==> src/rtl/educell_token_sched_pkg.sv <==
// rtl/educell_token_sched_pkg.sv - shared widths, state encoding and propagation defaults
package educell_token_sched_pkg;

  localparam int TKROWADDR_BW = 2;
  localparam int NUM_ROWS     = 2 ** TKROWADDR_BW;

  localparam int DEF_PROP_BW  = 8;
  localparam int DEF_MIN_PROP = 2;
  localparam int DEF_MAX_PROP = 200;

  typedef enum logic [2:0] {
    EDUSCHED_IDLE  = 3'd0,
    EDUSCHED_CLEAR = 3'd1,
    EDUSCHED_PROP  = 3'd2,
    EDUSCHED_EMIT  = 3'd3,
    EDUSCHED_ADV   = 3'd4,
    EDUSCHED_DONE  = 3'd5
  } edusched_state_e;

endpackage

==> src/rtl/educell_prop_timer.sv <==
// rtl/educell_prop_timer.sv - saturating propagation counter with min-settle and timeout flags
module educell_prop_timer #(
  parameter int PROP_BW  = 8,
  parameter int MIN_PROP = 2,
  parameter int MAX_PROP = 200
) (
  input  logic               clk,
  input  logic               rst,
  input  logic               i_clear,
  input  logic               i_en,
  output logic [PROP_BW-1:0] o_cnt,
  output logic               o_ge_min,
  output logic               o_at_timeout
);

  localparam logic [PROP_BW-1:0] L_MIN = PROP_BW'(MIN_PROP);
  localparam logic [PROP_BW-1:0] L_MAX = PROP_BW'(MAX_PROP);
  localparam logic [PROP_BW-1:0] L_TO  = PROP_BW'(MAX_PROP - 1);

  logic [PROP_BW-1:0] r_cnt;

  always_ff @(posedge clk) begin
    if (rst || i_clear) begin
      r_cnt <= '0;
    end else if (i_en && (r_cnt != L_MAX)) begin
      r_cnt <= r_cnt + 1'b1;
    end
  end

  assign o_cnt        = r_cnt;
  assign o_ge_min     = (r_cnt >= L_MIN);
  assign o_at_timeout = (r_cnt == L_TO);

endmodule

==> src/rtl/educell_token_sched.sv <==
// rtl/educell_token_sched.sv - token sweep sequencer for the EDU cell array
// Outputs are registered from the next state so they line up with the state they describe.
module educell_token_sched
  import educell_token_sched_pkg::*;
#(
  parameter int PROP_BW  = DEF_PROP_BW,
  parameter int MIN_PROP = DEF_MIN_PROP,
  parameter int MAX_PROP = DEF_MAX_PROP
) (
  input  logic                    clk,
  input  logic                    rst,
  input  logic                    start,
  input  logic [TKROWADDR_BW:0]   num_rows,
  output logic [TKROWADDR_BW-1:0] curr_rowidx,
  output logic                    flag_token,
  output logic                    rst_cellstate,
  input  logic                    any_synk,
  input  logic                    any_spike,
  output logic                    match_valid,
  input  logic                    match_ready,
  output logic [TKROWADDR_BW-1:0] match_rowidx,
  output logic                    match_flag,
  output logic [PROP_BW-1:0]      match_lat,
  output logic                    busy,
  output logic                    done,
  output logic                    timeout_err
);

  localparam logic [TKROWADDR_BW:0] L_MAX_ROWS = (TKROWADDR_BW + 1)'(NUM_ROWS);

  edusched_state_e r_state, w_next;

  logic [TKROWADDR_BW:0]   r_nrows;
  logic [TKROWADDR_BW-1:0] r_row;
  logic                    r_flag;
  logic                    r_rst_cell;
  logic                    r_mvalid;
  logic [TKROWADDR_BW-1:0] r_mrow;
  logic                    r_mflag;
  logic [PROP_BW-1:0]      r_mlat;
  logic                    r_busy;
  logic                    r_done;
  logic                    r_timeout;

  logic [TKROWADDR_BW:0]   w_nrows_clamped;
  logic                    w_last;
  logic                    w_accept;
  logic                    w_capture;
  logic                    w_timeout_hit;
  logic [PROP_BW-1:0]      w_cnt;
  logic                    w_ge_min;
  logic                    w_at_timeout;

  educell_prop_timer #(
    .PROP_BW  (PROP_BW),
    .MIN_PROP (MIN_PROP),
    .MAX_PROP (MAX_PROP)
  ) u_prop_timer (
    .clk          (clk),
    .rst          (rst),
    .i_clear      (w_next == EDUSCHED_CLEAR),
    .i_en         (w_next == EDUSCHED_PROP),
    .o_cnt        (w_cnt),
    .o_ge_min     (w_ge_min),
    .o_at_timeout (w_at_timeout)
  );

  assign w_nrows_clamped = (num_rows > L_MAX_ROWS) ? L_MAX_ROWS : num_rows;
  // Last-position test happens before any increment, so row never wraps.
  assign w_last = r_flag && ({1'b0, r_row} == (r_nrows - 1'b1));

  always_comb begin
    w_next        = r_state;
    w_accept      = 1'b0;
    w_capture     = 1'b0;
    w_timeout_hit = 1'b0;
    case (r_state)
      EDUSCHED_IDLE: begin
        if (start) begin
          w_accept = 1'b1;
          w_next   = (w_nrows_clamped == '0) ? EDUSCHED_DONE : EDUSCHED_CLEAR;
        end
      end
      EDUSCHED_CLEAR: w_next = EDUSCHED_PROP;
      EDUSCHED_PROP: begin
        if (any_synk) begin
          w_capture = 1'b1;
          w_next    = EDUSCHED_EMIT;
        end else if (!any_spike && w_ge_min) begin
          w_next = EDUSCHED_ADV;
        end else if (w_at_timeout) begin
          w_timeout_hit = 1'b1;
          w_next        = EDUSCHED_ADV;
        end
      end
      EDUSCHED_EMIT: begin
        if (match_ready) w_next = EDUSCHED_ADV;
      end
      EDUSCHED_ADV:  w_next = w_last ? EDUSCHED_DONE : EDUSCHED_CLEAR;
      EDUSCHED_DONE: w_next = EDUSCHED_IDLE;
      default:       w_next = EDUSCHED_IDLE;
    endcase
  end

  always_ff @(posedge clk) begin
    if (rst) begin
      r_state    <= EDUSCHED_IDLE;
      r_nrows    <= '0;
      r_row      <= '0;
      r_flag     <= 1'b0;
      r_rst_cell <= 1'b0;
      r_mvalid   <= 1'b0;
      r_mrow     <= '0;
      r_mflag    <= 1'b0;
      r_mlat     <= '0;
      r_busy     <= 1'b0;
      r_done     <= 1'b0;
      r_timeout  <= 1'b0;
    end else begin
      r_state    <= w_next;
      r_busy     <= (w_next != EDUSCHED_IDLE);
      r_done     <= (w_next == EDUSCHED_DONE);
      r_rst_cell <= (w_next == EDUSCHED_CLEAR);
      r_mvalid   <= (w_next == EDUSCHED_EMIT);
      if (w_accept) begin
        r_nrows   <= w_nrows_clamped;
        r_row     <= '0;
        r_flag    <= 1'b0;
        r_timeout <= 1'b0;
      end
      if (w_timeout_hit) r_timeout <= 1'b1;
      if (w_capture) begin
        r_mrow  <= r_row;
        r_mflag <= r_flag;
        r_mlat  <= w_cnt;
      end
      if ((r_state == EDUSCHED_ADV) && !w_last) begin
        if (!r_flag) begin
          r_flag <= 1'b1;
        end else begin
          r_flag <= 1'b0;
          r_row  <= r_row + 1'b1;
        end
      end
    end
  end

  assign curr_rowidx   = r_row;
  assign flag_token    = r_flag;
  assign rst_cellstate = r_rst_cell;
  assign match_valid   = r_mvalid;
  assign match_rowidx  = r_mrow;
  assign match_flag    = r_mflag;
  assign match_lat     = r_mlat;
  assign busy          = r_busy;
  assign done          = r_done;
  assign timeout_err   = r_timeout;

endmodule
==> config.mk <==
export PLATFORM = sky130hd
export DESIGN_NAME = educell_token_sched
export DESIGN_NICKNAME = d
export VERILOG_FILES = /design/src/rtl/educell_token_sched_pkg.sv /design/src/rtl/educell_prop_timer.sv /design/src/rtl/educell_token_sched.sv
export SDC_FILE = /design/constraint.sdc
export NUM_CORES = 1
export LEC_CHECK = 0
export BUFFER_PORTS_ARGS = -buffer_cell sky130_fd_sc_hd__clkbuf_2
export CORE_UTILIZATION = 50
export CTS_BUF_LIST = sky130_fd_sc_hd__clkbuf_2 sky130_fd_sc_hd__clkbuf_4 sky130_fd_sc_hd__clkbuf_8
export DETAILED_ROUTE_END_ITERATION = 7
export PLACE_DENSITY = 0.73
export SLEW_MARGIN = 0
export SYNTH_ARGS = -nofsm -noshare
export SYNTH_HDL_FRONTEND = slang
export SYNTH_SLANG_ARGS = --single-unit
==> constraint.sdc <==
create_clock -name clk -period 2.31 [get_ports clk]
set_input_delay 0.462 -clock clk [delete_from_list [all_inputs] [get_ports clk]]
set_output_delay 0.462 -clock clk [all_outputs]
set_load 0.05 [all_outputs]
== Word-level counts from Yosys, hierarchy flattened ==
Cells that the tools add are included.
W data, S select, Z words.

* Logic and storage cells: 65
* Bits of input ports: 9
* Register bits: 33

* Reduce and logical (&&, ||, !) cells: 12
* Eq/ne operators: 11
* Magnitude comparators: 2
* Add/sub/neg operators: 3
* Multiplexer cells: 24

{| class="wikitable"
|+ Operators with widths
! operator !! count
|-
| $mux W3 || 8
|-
| $pmux W3 S5 || 1
|-
| $eq A3 B2 Y1 const B || 4
|-
| $mux W1 || 12
|-
| $add A8 B1 Y8 const B || 1
|-
| $eq A8 B8 Y1 const B || 1
|-
| $ge A8 B2 Y1 const B || 1
|-
| $ne A8 B8 Y1 const B || 1
|-
| $eq A3 B1 Y1 const B || 2
|-
| $eq A3 B3 Y1 const B || 2
|-
| $logic_not A3 Y1 || 2
|-
| $mux W2 || 3
|-
| $logic_and A1 B1 Y1 || 4
|-
| $reduce_bool A2 Y1 || 2
|-
| $eq A2 B3 Y1 || 1
|-
| $gt A3 B3 Y1 const B || 1
|-
| $reduce_bool A3 Y1 || 1
|-
| $sub A3 B1 Y3 const B || 1
|-
| $add A2 B1 Y2 const B || 1
|-
| $logic_not A1 Y1 || 2
|-
| $logic_or A1 B1 Y1 || 1
|}

== Logic depth before layout (Yosys ltp) ==
* Word-level depth: 8
* Depth in mapped cells: 8
* Depth with buffers taken out: 7

== By module ==
Synthesis repeated with hierarchy kept, for this count alone.

* Cells, all modules: 179
* Area, all modules: 1536.5 sq um

{| class="wikitable"
|+ By module, submodules not included
! module !! cells each !! area an instance (sq um) !! instances
|-
| educell_token_sched || 127 || 1079.8 || 1
|-
| educell_prop_timer || 52 || 456.7 || 1
|}

== Least setup slack after synthesis ==
No wires, ideal clock.

* Path kind: register -> register
* From: register u_prop_timer.r_cnt[0], in the netlist u_prop_timer.o_cnt[0]
* To: register u_prop_timer.r_cnt[4], in the netlist u_prop_timer.o_cnt[4]
* Arrival time: 1.869 ns
* Setup time: 0.070 ns
* Data required time: 2.240 ns
* Path slack: 0.371 ns
* Stages on the path, launching flop included: 8
* Cell sequence: dfxtp_1 > inv_1 > ha_1 > nor4_1 > a21oi_1 > o32a_1 > or4_1 > a21oi_1

* Longest elaborated chain between the ends: 7
* Elaborated cells between the ends (all ways): 13
* Those cells by class: add/sub (1); order compare (1); eq/ne (4); mux (4); reduce/logical (3)

{| class="wikitable"
|+ RTL lines
! what !! RTL line !! RTL
|-
| start: declaration || educell_prop_timer.sv:20 || <nowiki>logic [PROP_BW-1:0] r_cnt;</nowiki>
|-
| start signal: assignment || educell_prop_timer.sv:26 || <nowiki>r_cnt <= r_cnt + 1'b1;</nowiki>
|-
| $ge A8 B2 Y1 / $eq A8 B8 Y1 (equally long branches) || educell_prop_timer.sv:31, educell_prop_timer.sv:32 ||
|-
| $logic_and A1 B1 Y1 / $mux W3 (equally long branches) || educell_token_sched.sv:89, educell_token_sched.sv:91 ||
|-
| $mux W3 || educell_token_sched.sv:89 || <nowiki>end else if (!any_spike && w_ge_min) begin</nowiki>
|-
| $mux W3 || educell_token_sched.sv:86 || <nowiki>if (any_synk) begin</nowiki>
|-
| $pmux W3 S5 || educell_token_sched.sv:77 || <nowiki>case (r_state)</nowiki>
|-
| $eq A3 B2 Y1 / $eq A3 B1 Y1 (equally long branches) || educell_token_sched.sv:62, educell_token_sched.sv:61 ||
|-
| $logic_and A1 B1 Y1 / $logic_or A1 B1 Y1 (equally long branches) || educell_prop_timer.sv:25, educell_prop_timer.sv:23 ||
|}

Several ways; a longest one is shown, not always the timed one.
A chain may end at the register's enable or synchronous reset.

== Worst setup path in the final report ==
* From: register u_prop_timer.r_cnt[0], in the netlist u_prop_timer.o_cnt[0]
* To: register u_prop_timer.r_cnt[5], in the netlist u_prop_timer.o_cnt[5]

Same word-level chain as after synthesis.

==> results.tsv <==
stage	metric	value	unit
setup_path	Crit. End Element	flop	
global_routing	met1 usage	0.2970	
clock_tree	CTS hold repair buffers	0	
route	drt pass-1 iters	6	
die	chip height	57.95	um
run	max-cap viol count	0	
synth	FF+latch count, synth	33	
place	# port buffers	27	
synth	top_reg_cell synth	dfxtp_1	
status	failing checks	design-rule violations	
global_routing	total gr overflow	0	
route	Vias	1473	
setup_path	Req. time, crit path	2.58	ns
setup_path	R2R Setup Slk	0.16	ns
place	Placed Area	1722	um^2
sta	Worst-Margin Slew	0.4995	ns
clock_tree	Reg clk slew, reported paths	0.10	ns
power	Switching Fraction	0.3121	
power	Max IR drop VDD	0.0004396	V
route	DRT iter0 DRCs	66	
route	remaining routing DRC violations	4	
global_routing	met3 Use GR	0.06696	
power	Flop pwr share	0.519	
global_routing	first-pass GRT wire length	5.975	mm
global_routing	Tot GR Track Use	0.2376	
sta	period utilization	0.9297	
global_routing	met2 Usage GRT	0.3810	
synth	sequential area share after synthesis	0.4221	
global_routing	GRT Max-Usage Layer	met2	
finish	layout cell share with drive strength beyond 1	0.2227	
synth	number of synthesized flops with an enable pin	0	
die	Die Area	3358	um^2
global_routing	vias in the first global route	1345	
sta	Fin Clk Skew	0.01301	ns
die	DIE WIDTH	57.95	um
setup_path	critical path peak fanout	11	
power	Comb pwr share	0.209	
finish	n_diodes	0	
die	Row Count	19	
finish	Final Instance Area	1790	um^2
power	clock share of power	0.272	
sta	RSZ-0062 raised after global routing	false	
clock_tree	clk root buf	clkbuf_4	
synth	syn_nets	205	
setup_path	Setup Crit Path Kind	reg2reg	
clock_tree	CTS tree	done	
route	Detail Route Antenna Nets	0	
synth	Post-Synthesis Cells	192	
setup_path	worst path cell trace	inv_1 > ha_1 > nor4_1 > a21oi_1 > o32a_4 > or4b_1 > a21oi_1	
power	P_leak	0.6776	nW
clock_tree	number of gates resized after CTS	0	
synth	synthesized area per cell	8.152	um^2
clock_tree	Max Root-Sink Buffers	2	
sta	final setup TNS	0	ns
clock_tree	H-tree Lvls	2	
sta	Final Critical Period	2.148	ns
sta	Setup-failing EPs final	0	
die	initial core utilization	0.5487	
global_routing	initial antenna violation count	0	
finish	Nets	232	
finish	Finished Layout Cells	251	
global_routing	largest net degree at the start of global routing	28	
sta	final hold viol count	0	
clock_tree	CTS buffer count	5	
power	Internal Power	0.8051	mW
status	status	complete, but fails checks	
route	routed vias/inst	5.869	
sta	Slew Limit Fails	0	
die	core outline area	2853	um^2
synth	Synth async-reset ratio	0	
clock_tree	CTS Sinks	33	
synth	Cell variety after synth	43	
setup_path	Worst Setup Start Kind	flop	
synth	mapped cell area	1565	um^2
setup_path	Most Frequent Cell on Critical Path	a21oi_1	
power	Psw	0.3652	mW
clock_tree	Worst-Skew Late Latency	0.34	ns
finish	most frequent cells in the layout	nand2_1, dfxtp_1, a21oi_1	
sta	max_slew headroom	0.6670	
sta	maximum clock rate	465.6	MHz
place	DP Cell Count	243	
route	Avg WL per Cell	13.65	um
route	Post-Route WL	3.426	mm
setup_path	Critical Path Max Stage Delay	0.48	ns
clock_tree	post-CTS setup buffers	0	
power	PwrDens	653.6	nW/um^2
setup_path	critical path arrival	2.42	ns
synth	Synthesis Warnings	0	
die	# IOs	28	
finish	most common cell after layout, fill and taps aside	nand2_1	
finish	Layout area overhead	14.39	%
setup_path	slowest CP cell	or4b_1	
place	HPWL after DPL	2.572	mm
place	GP Congestion	0.9328	
min_path	Hold Path Class	in2reg	
metal layers:
metal	wire length, um	share of wire	vias to the layer above
met4	51	0.015	0
met5	0	0	-
met3	215	0.063	7
met1	1524	0.44	683
met2	1635	0.48	51
li1	-	-	732
layout make-up:
| cell class | instances | area, um^2 |
|---|---|---|
| inverter | 8 | 30.03 |
| fill | 270 | 1062 |
| tap | 31 | 38.79 |
| clock buffer | 6 | 45.04 |
| timing repair buffer | 33 | 180.2 |
| multi-input combinational | 138 | 824.5 |
| clock inverter | 2 | 10.01 |
| sequential | 33 | 661.9 |
through the flow:
stage            util  worst slack [ns]  hold WS [ns]  power, mW
5_1_grt        0.6276           0.01827        0.3961      1.239
4_1_cts        0.6228           0.04935        0.3780      1.171
2_1_floorplan       -            0.3706        0.4319     0.7888
3_3_place_gp   0.6035            0.2030        0.4433     0.8439
3_5_place_dp   0.6035           0.07409        0.4479     0.8560
6_report       0.6276            0.1623        0.3863      1.170
synthesized netlist by cell type (2+ instances only):
cell      number  area share
or2_2          2      0.0080
ha_1           4       0.032
dfxtp_1       33        0.42
and3_1         2      0.0080
o32ai_1        2       0.011
nor4_1         2      0.0080
nand3_1        7       0.022
clkbuf_1       7       0.017
or4_1          3       0.014
o21ai_0        3      0.0096
o31ai_1        5       0.024
inv_1          8       0.019
xor2_1         3       0.017
and2_1         2      0.0080
nand2_1       33       0.079
nand2b_1       3       0.012
nor3_1         6       0.019
buf_2          2      0.0064
a31o_2         2       0.011
buf_1          2      0.0048
nand3b_1       4       0.019
a21oi_1       28       0.090
nand4_1        2      0.0080
nor2_1         8       0.019
kinds of logic (layout without fill, tap and decap cells):
group	Yosys count	in the layout	synth area share
adders and majority gates	4	4	0.03198
DFF	33	33	0.4221
and+or+nand+nor	84	84	0.2862
AOI/OAI and AO/OA	45	45	0.1719
xor gates and xnor gates	4	4	0.02239
muxes	1	1	0.006395
buffers and inverters	21	49	0.05916
power groups by stage:
stage | clock (mW) | combinational (mW) | sequential (mW)
floorplan | 0 | 0.149 | 0.640
global placement | 0 | 0.226 | 0.617
detailed placement | 0 | 0.236 | 0.620
CTS | 0.327 | 0.237 | 0.607
global route | 0.360 | 0.269 | 0.610
finish | 0.318 | 0.245 | 0.608
sequential cells by signal, indices dropped and copies added (netlist names):
register / flops
r_nrows: 3
flag_token: 1
busy: 1
rst_cellstate: 1
match_flag: 1
curr_rowidx: 2
timeout_err: 1
r_state: 3
u_prop_timer.o_cnt: 8
match_rowidx: 2
match_valid: 1
done: 1
match_lat: 8
worst paths after layout:
path | start | endpoint | depth (start not counted)
setup / recovery | u_prop_timer.o_cnt[0]$_SDFFE_PP0P_ | u_prop_timer.o_cnt[5]$_SDFFE_PP0P_ | 7
hold / removal | num_rows[0] | r_nrows[0]$_SDFFE_PP0P_ | 3
setup reg to reg | u_prop_timer.o_cnt[0]$_SDFFE_PP0P_ | u_prop_timer.o_cnt[5]$_SDFFE_PP0P_ | 7
hold reg to reg | match_lat[6]$_SDFFE_PP0P_ | match_lat[6]$_SDFFE_PP0P_ | 2
critical path, delay by kind of cell (launching register included):
family,cells,cell delay (ns)
fa+ha+maj,1,0.20
compound gates,3,0.76
simple gates,2,0.65
buf+inv,1,0.09
flops,1,0.38
No activity file was read; power rests on OpenSTA's default activity.
